==> src/rtl/bird_pkg.sv <==
// Shared types and default constants for the bird column controller.
package bird_pkg;

   typedef enum logic [1:0] {IDLE, PLAY, DEAD} state_t;

   localparam int ROWS      = 16;
   localparam int FALL_DIV  = 4;
   localparam int FLAP_ROWS = 2;
   localparam int START_ROW = 8;

endpackage

==> src/rtl/step_timer.sv <==
// Step-slot timer: counts 0..DIV-1 while enabled; slot is high in the cycle
// the counter sits at its terminal value, so the wrap edge is the step edge.
module step_timer #(
   parameter int DIV = 4
) (
   input  logic clk,
   input  logic RST,
   input  logic en,
   input  logic force_slot,
   input  logic clear,
   output logic slot
);

   localparam int CW = $clog2(DIV);
   localparam logic [CW-1:0] TERM = CW'(DIV - 1);

   logic [CW-1:0] cnt;

   always_ff @(posedge clk or posedge RST) begin
      if (RST)             cnt <= '0;
      else if (clear)      cnt <= '0;
      else if (force_slot) cnt <= TERM;
      else if (en)         cnt <= (cnt == TERM) ? '0 : cnt + CW'(1);
   end

   assign slot = en && (cnt == TERM);

endmodule

==> src/rtl/bird_ctrl.sv <==
// Bird motion and life-cycle controller: key flaps and gravity steps become
// one-cycle up/down strobes; ground and pipe hits end the run.
module bird_ctrl #(
   parameter int ROWS      = bird_pkg::ROWS,
   parameter int FALL_DIV  = bird_pkg::FALL_DIV,
   parameter int FLAP_ROWS = bird_pkg::FLAP_ROWS,
   parameter int START_ROW = bird_pkg::START_ROW
) (
   input  logic                    clk,
   input  logic                    RST,
   input  logic                    key,
   input  logic [ROWS-1:0]         pipe,
   output logic                    up,
   output logic                    down,
   output logic                    dead,
   output logic [$clog2(ROWS)-1:0] row,
   output logic                    playing
);

   import bird_pkg::*;

   localparam int RW = $clog2(ROWS);
   localparam logic [RW-1:0] TOP   = RW'(ROWS - 1);
   localparam logic [RW-1:0] START = RW'(START_ROW);
   localparam logic [RW-1:0] FLAP  = RW'(FLAP_ROWS);

   state_t        state;
   logic          key_q;
   logic [RW-1:0] pending;
   logic          rise, slot, in_play, hit, force_slot, clear;

   assign rise    = key & ~key_q;
   assign in_play = (state == PLAY);
   assign hit     = in_play && pipe[row];
   // A press landing on a slot uses that slot as its first up-step, so the
   // counter is only forced when no slot is being taken this cycle.
   assign force_slot = rise && ((state == IDLE) || (in_play && !slot && !hit));
   assign clear      = rise && (state == DEAD);

   step_timer #(.DIV(FALL_DIV)) u_timer (
      .clk        (clk),
      .RST        (RST),
      .en         (in_play),
      .force_slot (force_slot),
      .clear      (clear),
      .slot       (slot)
   );

   always_ff @(posedge clk or posedge RST) begin
      if (RST) begin
         state   <= IDLE;
         row     <= START;
         pending <= '0;
         key_q   <= 1'b0;
         up      <= 1'b0;
         down    <= 1'b0;
         dead    <= 1'b0;
         playing <= 1'b0;
      end else begin
         key_q <= key;
         up    <= 1'b0;
         down  <= 1'b0;
         case (state)
            IDLE: begin
               row <= START;
               if (rise) begin
                  state   <= PLAY;
                  pending <= FLAP;
                  playing <= 1'b1;
               end
            end
            PLAY: begin
               if (hit) begin
                  state   <= DEAD;
                  dead    <= 1'b1;
                  playing <= 1'b0;
               end else if (slot) begin
                  if (rise || pending != '0) begin
                     if (row == TOP) begin
                        pending <= '0;
                     end else begin
                        up      <= 1'b1;
                        row     <= row + RW'(1);
                        pending <= rise ? FLAP - RW'(1) : pending - RW'(1);
                     end
                  end else if (row == '0) begin
                     state   <= DEAD;
                     dead    <= 1'b1;
                     playing <= 1'b0;
                  end else begin
                     down <= 1'b1;
                     row  <= row - RW'(1);
                  end
               end else if (rise) begin
                  pending <= FLAP;
               end
            end
            DEAD: begin
               if (rise) begin
                  state   <= IDLE;
                  row     <= START;
                  pending <= '0;
                  dead    <= 1'b0;
               end
            end
            default: state <= IDLE;
         endcase
      end
   end

endmodule

==> config.mk <==
export PLATFORM = sky130hd
export DESIGN_NAME = bird_ctrl
export DESIGN_NICKNAME = d
export VERILOG_FILES = /design/src/rtl/bird_pkg.sv /design/src/rtl/step_timer.sv /design/src/rtl/bird_ctrl.sv
export SDC_FILE = /design/constraint.sdc
export NUM_CORES = 1
export LEC_CHECK = 0
export BUFFER_PORTS_ARGS = -buffer_cell sky130_fd_sc_hd__buf_4
export CAP_MARGIN = 40
export CORE_MARGIN = 4
export CORE_UTILIZATION = 49
export CTS_CLUSTER_DIAMETER = 60
export DETAILED_ROUTE_END_ITERATION = 10
export PLACE_DENSITY_LB_ADDON = 0.1
export SYNTH_ARGS = -nofsm -noshare
export SYNTH_HDL_FRONTEND = slang
export SYNTH_HIERARCHICAL = 1
export SYNTH_SLANG_ARGS = --single-unit
==> constraint.sdc <==
create_clock -name clk -period 2.1 [get_ports clk]
set_clock_uncertainty 0.15 [all_clocks]
set_input_delay 0.315 -clock clk [delete_from_list [all_inputs] [get_ports clk]]
set_output_delay 0.315 -clock clk [all_outputs]
set_load 0.03 [all_outputs]
==> flow_summary_export.csv <==
group,metric,value,unit
status,status,"complete, but fails checks",
status,violations,"setup timing",
routing,wirelength,3610,µm
power_and_ir_drop,leakage,0.896,nW
floorplan,row_count,18,
routing,dr.first_iter.drc_count,45,
synthesis,synth_ff_type,"dfrtp_1",
floorplan,core,2480,µm²
routing,met1Wirelength,1500,µm
setup_path,end_kind,"flop",
min_path,hold_class,"input pin to flop",
clocking,cts_made_buffers,3,
synthesis,synth_top_family_by_area,"simple AND/OR/NAND/NOR gates",
grt,grt_pass1_wl,5640,µm
synthesis,synth_edf_count,0,
cells_and_area,final_common_cell,"buf_4",
clocking,clk_latency,310,ps
synthesis,ys_warn_count,6,
placement,dp.cells,214,
power_and_ir_drop,vdd_ir_drop_max,0.836,mV
synthesis,ys_seq_area_share,33.2,%
routing,routed-wl-met3,202,µm
sta,max_freq,0.448,GHz
sta,finalHoldViolations,0,
clocking,clk_pin_slew,120,ps
synthesis,synthDistinctLibCells,42,
synthesis,synthXorXnorAreaFrac,1.36,%
cells_and_area,layout_common_cells,"58 x buf_4, 15 x dfrtp_1, 10 x nand2_1",
placement,placed_area,1720,µm²
floorplan,fp.dieW,59.2,µm
synthesis,yosys.area_share.adder,10.3,%
floorplan,start_util,51.8,%
clocking,cts_tree,"done",
cells_and_area,diodes,0,
cells_and_area,nFillCells,162,
power_and_ir_drop,p_per_area,1030,nW/µm²
routing,drtAntennaViolNets,0,
clocking,cts_max_level,1,
routing,wl_per_cell,15.9,µm
setup_path,crit_path_start_kind,"flop",
setup_path,regToRegSetupSlack,-130,ps
placement,io_buffers,26,
grt,grt_max_degree,16,
grt,grt_usage,21.2,%
sta,drv_slew,0,
sta,worstMarginPinSlew,613,ps
setup_path,critical_path_class,"flop to flop",
routing,dr.pass1.iters,4,
grt,grt_pass1_vias,1258,
floorplan,die_y,59.2,µm
routing,wl_met2,1850,µm
sta,setup_slack,-134,ps
synthesis,synth_mux_area_share,13.2,%
floorplan,ioPinCount,27,
sta,setup_violations,12,
routing,top_layer,"met4",
cells_and_area,drive_gt1_share,51.3,%
synthesis,synthArstFlopShare,100,%
cells_and_area,area_growth,52.5,%
clocking,cts_buffer_depth,2,
sta,final.min_clock_period,2230,ps
synthesis,synth_compound_area_share,17.7,%
sta,slew_headroom,59.1,%
setup_path,crit_required,2160,ps
cells_and_area,finalNetCount,227,
sta,period_share,106,%
cells_and_area,fin_area,1960,µm²
floorplan,dieArea,3500,µm²
clocking,cts_sinks,17,
synthesis,syn_avg_cell_area,9.51,µm²
placement,dpl.hpwl,2490,µm
run,maxCapViolations,0,
synthesis,synthSimpleGateAreaFrac,19.4,%
setup_path,worstPathMaxFanout,5,
synthesis,syn_inst,135,
grt,gr-total-overflow,0,
synthesis,synth-seq-cells,17,
setup_path,arrival,2300,ps
routing,drc_errors,0,
grt,antenna_found_initial,0,
cells_and_area,finalNonFillerCells,227,
synthesis,synthesis.area,1280,µm²
routing,num_vias,1308,
synthesis,syn-num-nets,164,
clocking,cts_root_buf,"clkbuf_4",
placement,gp_congestion,0.904,
sta,rsz0062_at_grt,"true",
routing,via_per_inst,5.76,
## final timing paths
check	start	end	depth (start not counted)
hold reg to reg	playing	playing	1
max in group asynchronous	RST	row[1]	3
setup / recovery	row[1]	u_timer/cnt[0]	9
setup reg to reg	row[1]	u_timer/cnt[0]	9
min in group asynchronous	RST	u_timer/cnt[0]	3
hold / removal	key	key_q	2
## state kept, by name, indices dropped and copies added, names as in the netlist
signal and count:
dead 1, down 1, key_q 1, pending 4
playing 1, row 4, state 2, u_timer/cnt 2
up 1
## cells in the mapped netlist (2+ instances only)
cell	number	share of area, %
dfrtp_1	16	31
a21oi_1	12	4.7
nand2_1	10	2.9
ha_1	9	8.8
inv_1	9	2.6
mux2i_1	9	7.0
o21ai_0	9	3.5
a31oi_1	5	2.4
nor2_1	5	1.5
and2_1	4	1.9
nor3_1	4	1.6
a22o_1	3	2.0
and3_1	3	1.5
clkbuf_1	3	0.88
nand2b_1	3	1.5
mux4_2	2	3.5
nand3_1	2	0.78
nor2b_1	2	0.97
o21ai_1	2	0.78
## final cells by class
cell class                 count  area [µm²]  area share, %
multi-input combinational    104         941           48.1
tap                           30        37.5           1.92
clock buffer                   3        22.5           1.15
timing repair buffer          63         490           25.0
clock inverter                 1        5.00          0.256
inverter                       9        33.8           1.73
sequential                    17         428           21.9
## per-stage QoR
| stage | setup WS, ps | hold WS (ps) | utilization, % | setup TNS [ps] | total power [mW] |
|---|---|---|---|---|---|
| floorplan | -160 | -93.8 | - | -1240 | 1.12 |
| detailed placement | -113 | 34.8 | 69.5 | -734 | 1.55 |
| global route | -217 | 49.4 | 79.0 | -1940 | 2.16 |
| CTS | -107 | 53.1 | 74.2 | -677 | 1.82 |
| finish | -134 | 51.3 | 79.0 | -1060 | 2.01 |
| global placement | -70.0 | 31.8 | 69.5 | -412 | 1.50 |
## cells by family after synthesis
family	count (synthesis)
compound gates	37
fa+ha+maj	10
xor+xnor	2
simple gates	42
flops	17
mux	13
buf+inv	14
## metal layers
layer  GRT usage [%]  vias to the layer above
met5               0                        -
met4            7.12                        0
met3            3.92                        6
met2            34.8                       41
met1            27.9                      644
li1                -                      617
## worst max-delay path, cell delays in order (launching register included)
cell,delay (ps)
dfrtp_2,420
buf_6,140
mux2i_1,120
mux4_2,530
mux2i_4,270
nand2b_4,200
nor2_4,30
o21a_1,170
inv_2,60
a31oi_1,60
## report_power, final
part	leakage (nW)	switching (mW)	internal [mW]
sequential	0.212	0.0578	0.408
combinational	0.667	0.690	0.666
clock	0.0177	0.121	0.0712
## what timing repair did
item	4_1_cts	5_1_grt
endpoints found under the hold margin	16	0
setup buffers	4	4
hold buffers	1	0
pin swaps	9	10
endpoints found under the setup margin	11	14
gates resized for setup	14	22
(Power assumes the default switching activity.)
